==> src/rtl/md_pkg.sv <==
// Shared types and encodings for the iterative multiply/divide unit.
// Latency: n/a (declarations only).
// Backpressure: n/a.
package md_pkg;

    typedef enum logic [2:0] {
        IDLE,
        PREP,
        CALC,
        FIX,
        DONE
    } md_state_e;

    localparam logic OP_MULT = 1'b0;
    localparam logic OP_DIV  = 1'b1;

endpackage

==> src/rtl/mult_div_unit_if.sv <==
// Request/result bundle between the CPU controller and the multiply/divide unit.
// Latency: n/a (wiring only).
// Backpressure: requester must hold off while busy or done; no queuing.
interface mult_div_unit_if #(
    parameter int WIDTH = 32
);
    logic             start;
    logic             op;
    logic             signed_op;
    logic [WIDTH-1:0] a;
    logic [WIDTH-1:0] b;
    logic             busy;
    logic             done;
    logic             div_zero;
    logic [WIDTH-1:0] hi;
    logic [WIDTH-1:0] lo;

    modport master (
        output start, op, signed_op, a, b,
        input  busy, done, div_zero, hi, lo
    );

    modport slave (
        input  start, op, signed_op, a, b,
        output busy, done, div_zero, hi, lo
    );
endinterface

==> src/rtl/md_step.sv <==
// One iteration of the shared datapath: shift-add multiply or restoring divide.
// Latency: combinational.
// Backpressure: none; evaluated every cycle, used only while iterating.
module md_step
    import md_pkg::*;
#(
    parameter int WIDTH = 32
) (
    input  logic                 op_i,
    input  logic [2*WIDTH-1:0]   acc_i,
    input  logic [WIDTH-1:0]     opnd_i,
    output logic [2*WIDTH-1:0]   acc_o
);
    logic [WIDTH:0]   sum;
    logic [WIDTH-1:0] rem_sh;
    logic             rem_carry;
    logic             fits;
    logic [WIDTH-1:0] diff;

    // Multiply: acc = {partial product, remaining multiplier bits}; add when LSB set.
    assign sum = {1'b0, acc_i[2*WIDTH-1:WIDTH]} + {1'b0, (acc_i[0] ? opnd_i : {WIDTH{1'b0}})};

    // Divide: acc = {remainder, dividend/quotient bits}; the shifted-out remainder
    // MSB means the trial subtract always fits, and the W-bit difference is exact.
    assign rem_carry = acc_i[2*WIDTH-1];
    assign rem_sh    = acc_i[2*WIDTH-2:WIDTH-1];
    assign fits      = rem_carry | (rem_sh >= opnd_i);
    assign diff      = rem_sh - opnd_i;

    // Select the next accumulator for the active operation.
    always_comb begin
        acc_o = acc_i;
        if (op_i == OP_MULT) begin
            acc_o = {sum, acc_i[WIDTH-1:1]};
        end else if (fits) begin
            acc_o = {diff, acc_i[WIDTH-2:0], 1'b1};
        end else begin
            acc_o = {acc_i[2*WIDTH-2:0], 1'b0};
        end
    end
endmodule

==> src/rtl/mult_div_unit.sv <==
// Iterative signed/unsigned multiply/divide producing HI/LO for the CPU datapath.
// Latency: done WIDTH+3 cycles after the accepted start; 2 cycles on divide-by-zero.
// Backpressure: start is ignored outside IDLE; no queuing of requests.
module mult_div_unit
    import md_pkg::*;
#(
    parameter int WIDTH = 32
) (
    input  logic           clock,
    input  logic           reset,
    mult_div_unit_if.slave bus
);
    localparam int CNT_W = $clog2(WIDTH);

    md_state_e            state_q, state_d;
    logic [CNT_W-1:0]     cnt_q, cnt_d;
    logic [2*WIDTH-1:0]   acc_q, acc_d;
    logic [WIDTH-1:0]     opnd_q, opnd_d;
    logic [WIDTH-1:0]     a_q, a_d, b_q, b_d;
    logic                 op_q, op_d, sgn_q, sgn_d;
    logic                 neg_q, neg_d, rneg_q, rneg_d;
    logic                 busy_q, busy_d, done_q, done_d, dz_q, dz_d;
    logic [WIDTH-1:0]     hi_q, hi_d, lo_q, lo_d;

    logic                 a_neg, b_neg;
    logic [WIDTH-1:0]     a_mag, b_mag, quo, rem;
    logic [2*WIDTH-1:0]   prod, step_acc;

    assign a_neg = sgn_q & a_q[WIDTH-1];
    assign b_neg = sgn_q & b_q[WIDTH-1];
    assign a_mag = a_neg ? -a_q : a_q;
    assign b_mag = b_neg ? -b_q : b_q;

    // MIN magnitudes stay as 2^(W-1) unsigned, so MIN / -1 wraps back to MIN.
    assign prod = neg_q  ? -acc_q : acc_q;
    assign quo  = neg_q  ? -acc_q[WIDTH-1:0] : acc_q[WIDTH-1:0];
    assign rem  = rneg_q ? -acc_q[2*WIDTH-1:WIDTH] : acc_q[2*WIDTH-1:WIDTH];

    md_step #(.WIDTH(WIDTH)) u_step (
        .op_i   (op_q),
        .acc_i  (acc_q),
        .opnd_i (opnd_q),
        .acc_o  (step_acc)
    );

    // Next-state, datapath and registered-output decode.
    always_comb begin
        state_d = state_q;
        cnt_d   = cnt_q;
        acc_d   = acc_q;
        opnd_d  = opnd_q;
        a_d     = a_q;
        b_d     = b_q;
        op_d    = op_q;
        sgn_d   = sgn_q;
        neg_d   = neg_q;
        rneg_d  = rneg_q;
        hi_d    = hi_q;
        lo_d    = lo_q;
        case (state_q)
            IDLE: begin
                if (bus.start) begin
                    a_d     = bus.a;
                    b_d     = bus.b;
                    op_d    = bus.op;
                    sgn_d   = bus.signed_op;
                    state_d = PREP;
                end
            end
            PREP: begin
                neg_d  = a_neg ^ b_neg;
                rneg_d = a_neg;
                cnt_d  = '0;
                // Low half is preloaded with the operand consumed bit-by-bit.
                if (op_q == OP_MULT) begin
                    acc_d  = {{WIDTH{1'b0}}, b_mag};
                    opnd_d = a_mag;
                end else begin
                    acc_d  = {{WIDTH{1'b0}}, a_mag};
                    opnd_d = b_mag;
                end
                if (op_q == OP_DIV && b_q == '0) begin
                    state_d = DONE;
                end else begin
                    state_d = CALC;
                end
            end
            CALC: begin
                acc_d = step_acc;
                cnt_d = cnt_q + 1'b1;
                if (cnt_q == CNT_W'(WIDTH - 1)) begin
                    state_d = FIX;
                end
            end
            FIX: begin
                if (op_q == OP_MULT) begin
                    hi_d = prod[2*WIDTH-1:WIDTH];
                    lo_d = prod[WIDTH-1:0];
                end else begin
                    hi_d = rem;
                    lo_d = quo;
                end
                state_d = DONE;
            end
            DONE: begin
                state_d = IDLE;
            end
            default: begin
                state_d = IDLE;
            end
        endcase
        busy_d = (state_d == PREP) || (state_d == CALC) || (state_d == FIX);
        done_d = (state_d == DONE);
        dz_d   = (state_q == PREP) && (state_d == DONE);
    end

    // State and datapath registers; reset aborts any operation in flight.
    always_ff @(posedge clock) begin
        if (reset) begin
            state_q <= IDLE;
            cnt_q   <= '0;
            acc_q   <= '0;
            opnd_q  <= '0;
            a_q     <= '0;
            b_q     <= '0;
            op_q    <= 1'b0;
            sgn_q   <= 1'b0;
            neg_q   <= 1'b0;
            rneg_q  <= 1'b0;
            busy_q  <= 1'b0;
            done_q  <= 1'b0;
            dz_q    <= 1'b0;
            hi_q    <= '0;
            lo_q    <= '0;
        end else begin
            state_q <= state_d;
            cnt_q   <= cnt_d;
            acc_q   <= acc_d;
            opnd_q  <= opnd_d;
            a_q     <= a_d;
            b_q     <= b_d;
            op_q    <= op_d;
            sgn_q   <= sgn_d;
            neg_q   <= neg_d;
            rneg_q  <= rneg_d;
            busy_q  <= busy_d;
            done_q  <= done_d;
            dz_q    <= dz_d;
            hi_q    <= hi_d;
            lo_q    <= lo_d;
        end
    end

    assign bus.busy     = busy_q;
    assign bus.done     = done_q;
    assign bus.div_zero = dz_q;
    assign bus.hi       = hi_q;
    assign bus.lo       = lo_q;
endmodule

==> src/flat_wrapper.sv <==
// flat-port wrapper written by rule: the top's interface ports become plain ports
module mult_div_unit_flat import md_pkg::*;
#(
    parameter int WIDTH = 32
)
  (clock, reset, bus_start, bus_op, bus_signed_op, bus_a, bus_b, bus_busy, bus_done, bus_div_zero, bus_hi, bus_lo);
  mult_div_unit_if #(.WIDTH(WIDTH)) bus_i ();
  input  logic clock;
  input  logic reset;
  input wire logic [$bits(bus_i.start)-1:0] bus_start;
  input wire logic [$bits(bus_i.op)-1:0] bus_op;
  input wire logic [$bits(bus_i.signed_op)-1:0] bus_signed_op;
  input wire logic [$bits(bus_i.a)-1:0] bus_a;
  input wire logic [$bits(bus_i.b)-1:0] bus_b;
  output wire logic [$bits(bus_i.busy)-1:0] bus_busy;
  output wire logic [$bits(bus_i.done)-1:0] bus_done;
  output wire logic [$bits(bus_i.div_zero)-1:0] bus_div_zero;
  output wire logic [$bits(bus_i.hi)-1:0] bus_hi;
  output wire logic [$bits(bus_i.lo)-1:0] bus_lo;
  assign bus_i.start = bus_start;
  assign bus_i.op = bus_op;
  assign bus_i.signed_op = bus_signed_op;
  assign bus_i.a = bus_a;
  assign bus_i.b = bus_b;
  assign bus_busy = bus_i.busy;
  assign bus_done = bus_i.done;
  assign bus_div_zero = bus_i.div_zero;
  assign bus_hi = bus_i.hi;
  assign bus_lo = bus_i.lo;
  mult_div_unit #(.WIDTH(WIDTH)) u_core (.clock(clock), .reset(reset), .bus(bus_i));
endmodule
==> config.mk <==
export PLATFORM = sky130hd
export DESIGN_NAME = mult_div_unit_flat
export DESIGN_NICKNAME = d
export VERILOG_FILES = /design/src/rtl/md_pkg.sv /design/src/rtl/mult_div_unit_if.sv /design/src/rtl/md_step.sv /design/src/rtl/mult_div_unit.sv /design/src/flat_wrapper.sv
export SDC_FILE = /design/constraint.sdc
export NUM_CORES = 1
export LEC_CHECK = 0
export ABC_CLOCK_PERIOD_IN_PS = 4900
export CORE_ASPECT_RATIO = 0.9
export CORE_MARGIN = 2
export CORE_UTILIZATION = 50
export CTS_CLUSTER_SIZE = 8
export DETAILED_ROUTE_END_ITERATION = 6
export PLACE_DENSITY_LB_ADDON = 0.05
export SYNTH_ARGS = -nofsm -noshare
export SYNTH_HDL_FRONTEND = slang
export SYNTH_SLANG_ARGS = --single-unit
==> constraint.sdc <==
create_clock -name clock -period 4.9 [get_ports clock]
set_clock_uncertainty 0.15 [all_clocks]
set_input_delay 0.98 -clock clock [delete_from_list [all_inputs] [get_ports clock]]
set_output_delay 0.98 -clock clock [all_outputs]
set_load 0.02 [all_outputs]
=== After elaboration in Yosys (flattened, before gate mapping) ===
Index checks and enable logic that the tools add are counted.

* Register bits after elaboration: 239
* Input bits: 69
* Output and inout bits: 67
* Logic and storage cells: 62

* $add $sub $neg: 8
* Magnitude comparators: 1
* Equal/unequal tests: 8
* Muxes and demuxes: 18
* Bitwise gates (word level): 4
* Reductions and logical operators: 8

{| class="wikitable"
|+ Operator list
! cell !! number
|-
| 32-bit 2-to-1 mux || 9
|-
| 64-bit 2-to-1 mux || 3
|-
| 32-bit negator || 4
|-
| 64-bit one-hot mux with 2 select lines || 1
|-
| 64-bit negator || 1
|-
| 32-bit by 32-bit adder with 33-bit output || 1
|-
| 32-bit >= comparator || 1
|-
| 32-bit logical NOT || 1
|-
| 32-bit subtractor || 1
|-
| 3-bit by 2-bit == test with 1-bit output (second input constant) || 4
|-
| 3-bit one-hot mux with 4 select lines || 1
|-
| 5-bit one-hot mux with 2 select lines || 1
|-
| 3-bit 2-to-1 mux || 3
|-
| 3-bit by 1-bit == test with 1-bit output (second input constant) || 2
|-
| 5-bit by 1-bit adder with 5-bit output (second input constant) || 1
|-
| 5-bit == test (second input constant) || 1
|-
| 3-bit == test (second input constant) || 1
|-
| 3-bit logical NOT || 1
|-
| 1-bit bitwise AND || 2
|-
| 1-bit logical AND || 2
|-
| 1-bit logical OR || 2
|-
| 2-bit AND reduction || 1
|-
| 2-bit nonzero test || 1
|-
| 1-bit bitwise OR || 1
|-
| 1-bit bitwise XOR || 1
|}

=== Longest topological paths before layout ===
Gate-level depths: netlist (run 1).

* Depth in word-level cells: 7
* Depth in mapped cells: 15
* Depth with buffers taken out: 13

=== Modules after synthesis ===
Synthesis (run 1) repeated with hierarchy kept, for this count alone.

* Cells, all modules: 2,158
* Area total of the unflattened synthesis: 16,525.8 µm²

{| class="wikitable"
|+ By module, submodules not included
! module !! times used !! cells an instance !! area each (µm²) !! sequential area each (µm²)
|-
| mult_div_unit || 1 || 1,498 || 11,990.2 || 4,784.6
|-
| md_step || 1 || 660 || 4,535.6 || 0.0
|}

=== Worst setup path after synthesis (run 1) ===
No wires, ideal clock.

* Path type: register to register
* From: reg u_core.acc_q[11]
* To: reg u_core.hi_q[27] (netlist: u_core.bus.hi[27])
* Arrival time: 3.224 ns
* Setup slack: 1.441 ns
* Cell stages (with the launch flop): 12
* Clock period less this slack: 3.459 ns
* Path through: dfxtp_1 -> buf_6 -> or4_4 -> or3_4 -> or4_4 -> buf_6 -> or4_4 -> o21ai_4 -> nand3_2 -> o41ai_2 -> xor2_1 -> a211oi_1

* Cells in the longest elaborated chain, start to end: 3

{| class="wikitable"
|+ RTL lines
! element !! RTL line !! RTL
|-
| start: declaration || mult_div_unit.sv:17 || <nowiki>logic [2*WIDTH-1:0] acc_q, acc_d;</nowiki>
|-
| start signal: assignment || mult_div_unit.sv:122 || <nowiki>acc_q <= '0;</nowiki>
|-
| start signal: assignment || mult_div_unit.sv:138 || <nowiki>acc_q <= acc_d;</nowiki>
|-
| 64-bit negator || mult_div_unit.sv:35 || <nowiki>assign prod = neg_q ? -acc_q : acc_q;</nowiki>
|-
| 64-bit 2-to-1 mux || mult_div_unit.sv:35 ||
|-
| 32-bit 2-to-1 mux || mult_div_unit.sv:96 || <nowiki>if (op_q == OP_MULT) begin</nowiki>
|-
| end signal: assignment || mult_div_unit.sv:149 || <nowiki>hi_q <= hi_d;</nowiki>
|-
| end: declaration || mult_div_unit.sv:23 || <nowiki>logic [WIDTH-1:0] hi_q, hi_d, lo_q, lo_d;</nowiki>
|}

No other way between the ends.
A chain may end at the register's enable or synchronous reset.

=== Final worst setup path (run 1) ===
* From: reg u_core.acc_q[31]
* To: reg u_core.acc_q[63]

* Cells in the longest elaborated chain, start to end: 5

{| class="wikitable"
|+ RTL lines
! element !! RTL line !! RTL
|-
| 32-bit >= comparator || md_step.sv:27 || <nowiki>assign fits = rem_carry | (rem_sh >= opnd_i);</nowiki>
|-
| 1-bit bitwise OR || md_step.sv:27 ||
|-
| 64-bit 2-to-1 mux * || md_step.sv:35 || <nowiki>end else if (fits) begin</nowiki>
|-
| 64-bit 2-to-1 mux * || md_step.sv:33 || <nowiki>if (op_i == OP_MULT) begin</nowiki>
|-
| 64-bit one-hot mux with 2 select lines * || mult_div_unit.sv:60 || <nowiki>case (state_q)</nowiki>
|}

Every way passes the cells marked *; elsewhere a longest branch is shown, timed or not.

==> results.md, run 1 <==
- Dpl hpwl: 40.2 mm
- Gates resized, CTS repair: 0
- PD cells: 302 mW/mm2
- Setup crit end kind: flop
- Clock sinks: 239
- Adder-cell share of the synthesized area: 5.62%
- Die H: 175 um
- DP Area: 0.0179 mm2
- Inserted Diodes: 0
- Simple-Gate Fraction of Synth Area: 22.6%
- Cell Rows: 62
- Antenna viol nets, final: 0
- Mapped cell area: 0.0163 mm2
- Area fraction in compound gates after synthesis: 24.8%
- Worst R2R Setup Slack: 0.79 ns
- Primary FF master, synth: dfxtp_1
- Most frequent cells in the layout: 325 x nand2_1, 265 x nor2_1, 261 x a21oi_1, 238 x dfxtp_1, 134 x clkdlybuf4s50_1
- Syn Area/Cell: 7.36 um2
- Clock slew at reported path FFs: 0.05 ns
- Die span in x: 194 um
- P&R area growth vs syn: 15.9%
- Setup crit start kind: flop
- Crit Path Max Fanout: 13
- Die ar.: 0.0340 mm2
- Mapped Nets: 2,355
- #FFs+latches synth: 239
- Core area: 0.0320 mm2
- Number of CTS-inserted buffers: 36
- WL/cell: 19.9 um
- Yosys Warn Count: 0
- IO Port Bufs: 135
- H-tree depth: 2
- Slew Limit Fails: 0
- Worst slew pin tran: 1.21 ns
- CTS tree: done
- RSZ-0062 raised after global routing: no
- Async S/R FF share, synth: 0%
- Endpoints failing hold: 0
- Setup TNS: 0 ns
- Via Count: 16,400
- Nets: 2,422
- Main combinational cell family by area after synthesis: compound AO/OA/AOI/OAI gates
- Initial antenna violation count: 0
- Post-Synth XOR/XNOR Area: 8.55%
- Finished Cell Area: 0.0189 mm2
- GRT Total Usage: 30.6%
- Tcrit/Tclk final: 83.9%
- Vias per std cell: 6.05
- Leakage: 7.31 nW
- Run status: complete, no violations
- Seq/Total Area, Yosys: 29.4%
- Post-synthesis mux area share: 4.30%
- Post-CTS Hold Buffers: 0
- Grt total ovfl: 0
- Clk buf depth: 3
- Largest net degree at the start of global routing: 115
- Io pins: 136
- Starting Density: 51.0%
- Crit path time final: 4.11 ns
- CTS root buffer: clkbuf_16
- EDFF count, synth: 0
- Worst Path Required: 5.19 ns
- Yosys cell types: 74
- Vias in the first global route: 15,000
- Setup repair bufs after CTS: 0
- Residual DRC: 0
- # setup viols final: 0
- Drt pass-1 iters: 5
- CP Class: reg2reg
- Clock insertion delay at the later pin of the skew report: 0.53 ns
- Fmax: 243 MHz
- Drt total wl: 53.6 mm
- Cells after synthesis: 2,214
- Min-delay worst type: reg2reg
- Layout cells sized above 1: 4.64%
- Routability cong.: 0.946
- Arrival time worst endpoint: 4.40 ns
- Worst VDD drop: 0.000250 V
- MaxCap Viol Count: 0
- Max-slew headroom: 19.1%
- Global-route wire length before repair: 83.6 mm
- Commonest non-fill, non-tap cell in the layout: nand2_1
- Starting DRC count in detailed routing: 1,510
cells in the mapped netlist, drive strengths merged, types with 10 or more instances:
cell type,number,area share (%)
or4,13,0.67
a221oi,15,0.81
nor2b,17,0.65
a211oi,68,3.1
and2,13,0.50
nand2,325,7.5
a21oi,261,8.0
nand2b,19,0.73
a21o,26,1.2
nand4,12,0.46
o21a,12,0.55
xnor2,75,4.0
nand3,34,1.1
or3,22,0.89
a22o,17,0.91
buf,21,0.62
nor2,267,6.2
ha,70,5.4
xor2,84,4.5
o211ai,28,1.3
nor4,23,0.88
o41ai,10,0.58
and3,11,0.42
clkbuf,122,2.8
a31oi,20,0.77
mux2i,70,4.3
o21ai,111,3.5
nor3,37,1.1
dfxtp,239,29
o31ai,22,1.0
inv,57,1.3
path summary, 6_finish.rpt:
| kind | endpoint | depth (start not counted) | start |
|---|---|---|---|
| worst max-delay path | u_core.acc_q[63]$_SDFFE_PP0P_ | 14 | u_core.acc_q[31]$_SDFFE_PP0P_ |
| worst max register to register | u_core.acc_q[63]$_SDFFE_PP0P_ | 14 | u_core.acc_q[31]$_SDFFE_PP0P_ |
| worst min register to register | u_core.bus.hi[22]$_SDFFE_PP0N_ | 2 | u_core.bus.hi[22]$_SDFFE_PP0N_ |
| worst min-delay path | u_core.bus.hi[22]$_SDFFE_PP0N_ | 2 | u_core.bus.hi[22]$_SDFFE_PP0N_ |
routing by layer:
| layer | part of all wire, % | up-vias | GRT usage, % |
|---|---|---|---|
| met4 | 2.6 | 0 | 8.65 |
| met5 | 0 | - | 0 |
| met2 | 41 | 633 | 44.8 |
| met3 | 8.5 | 89 | 6.22 |
| li1 | - | 7990 | - |
| met1 | 48 | 7638 | 45.2 |
kinds of logic (layout without fill, tap and decap cells):
kind of cell,count (synthesis),after routing
flip-flops,239,239
adder cells (fa/ha/maj),72,72
XOR/XNOR,159,159
buffers and inverters,200,271
AND/OR/NAND/NOR,825,825
AO/OA/AOI/OAI,649,649
multiplexers,70,70
worst max-delay path, stage by stage (launching register included):
cell and delay, ns:
dfxtp_1 0.42, inv_1 0.11, ha_1 0.23, fa_1 0.40, nand2b_1 0.21, a21oi_1 0.33
o211ai_1 0.20, nand3_1 0.19, o211ai_1 0.12, buf_4 0.18, nand2_1 0.56, buf_4 0.35
nor4b_1 0.08, a311o_1 0.33, nor3b_1 0.17
final cells by class:
class                           count  area, um2
Clock buffer                       37        905
Clock inverter                      5       62.6
Fill cell                        3059      13100
Inverter                           57        214
Multi-Input combinational cell   1775      10800
Sequential cell                   239       4790
Tap cell                          416        520
Timing Repair Buffer              172       1630
sequential cells by signal, summed over array words and instances, names as in the netlist:
signal	flops
u_core.acc_q	64
u_core.a_q	32
u_core.b_q	32
u_core.bus.hi	32
u_core.bus.lo	32
u_core.opnd_q	32
u_core.cnt_q	5
u_core.state_q	3
u_core.bus.busy	1
u_core.bus.div_zero	1
u_core.bus.done	1
u_core.neg_q	1
u_core.op_q	1
u_core.rneg_q	1
u_core.sgn_q	1
per-stage QoR:
stage | power [mW] | util (%) | std cells | hold WS (ns) | setup WS, ns
3_5_place_dp | 3.50 | 56.0 | 2659 | 0.295 | 0.913
5_1_grt | 5.94 | 59.1 | 2701 | 0.319 | 0.611
6_report | 5.70 | 59.1 | 2701 | 0.298 | 0.788
4_1_cts | 5.71 | 59.1 | 2701 | 0.300 | 0.878
3_3_place_gp | 3.48 | 56.0 | 2659 | 0.289 | 1.07
2_1_floorplan | 3.08 | - | 2214 | 0.282 | 1.44
where the power goes:
group	internal, mW	switching, mW	leakage (nW)
combinational	0.505	0.873	4.89
clock	1.31	0.888	0.474
sequential	2.02	0.101	1.94
total	3.84	1.86	7.31
No activity file was read; power rests on OpenSTA's default activity.
==> inputs of run 2 (changes only) <==
- ABC_CLOCK_PERIOD_IN_PS: 4900 -> 4000
- clock period: 4.9 -> 4 ns (I/O delays scaled with it)
==> results.md, run 2 (synthesis gave the netlist of run 1 again) <==
- Starting Density: 51.0% (unchanged)
- Crit Path Max Fanout: 21 (+8)
- Max-slew headroom: 39.1% (+20 points)
- Number of CTS-inserted buffers: 35 (-2.8%)
- Leakage: 7.40 nW (+1.3%)
- Switching Fraction: 32.8% (+0.081 points)
- Cell Rows: 62 (unchanged)
- # setup viols final: 0 (unchanged)
- Slew Limit Fails: 0 (unchanged)
- Placed insts: 2,677 (+0.68%)
- IO Port Bufs: 135 (unchanged)
- MaxCap Viol Count: 0 (unchanged)
- Io pins: 136 (unchanged)
- Fmax: 261 MHz (+7.5%)
- RSZ-0062 raised after global routing: no
- Reported net switching power: 2.29 mW (+23%)
- GRT Total Usage: 30.4% (-0.20 points)
- Vias per std cell: 6.12 (+1.2%)
- Setup repair bufs after CTS: 0 (unchanged)
- Drt total wl: 53.8 mm (+0.30%)
- Inserted Diodes: 0 (unchanged)
- Endpoints failing hold: 0 (unchanged)
- Global-route wire length before repair: 82.7 mm (-1.0%)
- Vias in the first global route: 15,000 (+0.35%)
- P&R area growth vs syn: 17.0%
- Reg power frac: 37.3% (about the same)
- Die ar.: 0.0340 mm2 (unchanged)
- Die H: 175 um (unchanged)
- FF+latch area: 0.00479 mm2 (unchanged)
- Reg2reg start: u_core.acc_q[0]$_SDFFE_PP0P_
- Top reg by flops: u_core.acc_q
- Initial antenna violation count: 0 (unchanged)
- Commonest non-fill, non-tap cell in the layout: nand2_1
- Clock group share of total power: 37.9% (-0.6 points)
- Clock slew at reported path FFs: 0.05 ns (about the same)
- Worst slew pin tran: 0.914 ns (-0.300 ns)
- Multi-input gate area: 0.0108 mm2 (+0.10%)
- Power Internal: 4.69 mW (+22%)
- Worst Path Required: 4.25 ns (-0.94 ns)
- Grt total ovfl: 0 (unchanged)
- Clock sinks: 239 (unchanged)
- Min-delay worst type: reg2reg
- Most frequent cells in the layout: 324 x nand2_1, 265 x nor2_1, 260 x a21oi_1, 238 x dfxtp_1, 134 x clkdlybuf4s50_1
- CP Class: reg2reg
- Nets: 2,439 (+0.70%)
- Starting DRC count in detailed routing: 1,445 (-4.3%)
- Combinational share of power: 24.8% (+0.6 points)
- Run status: complete, no violations
- Clock insertion delay at the later pin of the skew report: 0.54 ns (about the same)
- PD cells: 366 mW/mm2 (+21%)
- Largest net degree at the start of global routing: 209 (+82%)
- WL/cell: 19.8 um (-0.29%)
- Finished Core Util: 59.6% (+0.56 points)
- Hold path start: u_core.bus.hi[24]$_SDFFE_PP0N_
- Residual DRC: 0 (unchanged)
- Tcrit/Tclk final: 95.7% (+12 points)
- Dpl hpwl: 40.2 mm (about the same)
- Routability cong.: 0.949 (+0.33%)
- Via Count: 16,600 (+1.7%)
- Antenna viol nets, final: 0 (unchanged)
- Arrival time worst endpoint: 4.08 ns (-0.32 ns)
- CTS tree: done
- Filler Cells Inserted: 3,032 (-0.88%)
- Max FFs per register: 64 (unchanged)
- Setup TNS: 0 ns (unchanged)
- Setup crit end kind: flop
- H-tree depth: 2 (unchanged)
- Worst VDD drop: 0.000296 V (+18%)
- Drt pass-1 iters: 6 (+1)
- Setup crit start kind: flop
- Crit path time final: 3.83 ns (-0.285 ns)
- Core area: 0.0320 mm2 (unchanged)
- Clk buf depth: 3 (unchanged)
- Die span in x: 194 um (unchanged)
- Layout cells sized above 1: 5.39% (+0.75 points)
- Crit path launch: u_core.acc_q[0]$_SDFFE_PP0P_
- Non-Filler Instances: 2,717 (+0.59%)
- CTS root buffer: clkbuf_16
run 2: area by class of cell:
| class | instances | share of cell area, % |
|---|---|---|
| Clock buffer | 37 | 4.64 |
| Tap cell | 416 | 2.73 |
| Inverter | 57 | 1.12 |
| Multi-Input combinational cell | 1775 | 56.5 |
| Sequential cell | 239 | 25.1 |
| Timing Repair Buffer | 190 | 9.59 |
| Clock inverter | 3 | 0.276 |
run 2: per-layer routing:
layer	track usage, %	share of wire (%)
met1	44.4	47
met2	44.9	41
met3	5.11	8.2
met4	10.8	3.5
met5	0	0
run 2: metrics by stage:
step | area, um2 | hold slack (ns) | power [mW] | setup WS, ns
floorplan | 16300 | 0.282 | 3.77 | 0.541
global placement | 18100 | 0.290 | 4.32 | 0.0856
detailed placement | 18100 | 0.294 | 4.33 | 0.105
CTS | 19000 | 0.301 | 6.99 | 0.0865
global route | 19100 | 0.312 | 7.29 | 0.0340
finish | 19100 | 0.298 | 6.98 | 0.173
run 2: worst max-delay path, stage by stage, from the launching register on:
cell	delay, ns
dfxtp_1	0.50
inv_1	0.30
buf_12	0.25
nor2_1	0.10
ha_1	0.31
a211oi_1	0.21
o21ai_0	0.16
a41oi_1	0.35
nand2_1	0.11
o21bai_1	0.32
a21oi_1	0.15
nor2_1	0.21
mux2i_1	0.09
or3b_2	0.47
run 2: worst paths after layout:
kind	slack, ns	depth (start not counted)	endpoint
min reg2reg	0.30	2	u_core.bus.hi[24]$_SDFFE_PP0N_
max	0.17	13	u_core.acc_q[61]$_SDFFE_PP0P_
min	0.30	2	u_core.bus.hi[24]$_SDFFE_PP0N_
max reg2reg	0.17	13	u_core.acc_q[61]$_SDFFE_PP0P_
run 2: what timing repair did:
item                                    CTS  global route
hold buffers                              0             0
endpoints found under the hold margin     0             0
gates resized for setup                   0             3
endpoints found under the setup margin    0             4
run 2: power groups by stage:
stage / clock (mW) / sequential, mW / combinational, mW
4_1_cts: 2.70 / 2.60 / 1.70
3_5_place_dp: 0 / 2.64 / 1.69
5_1_grt: 2.80 / 2.61 / 1.88
6_report: 2.65 / 2.60 / 1.73
3_3_place_gp: 0 / 2.64 / 1.68
2_1_floorplan: 0 / 2.61 / 1.16
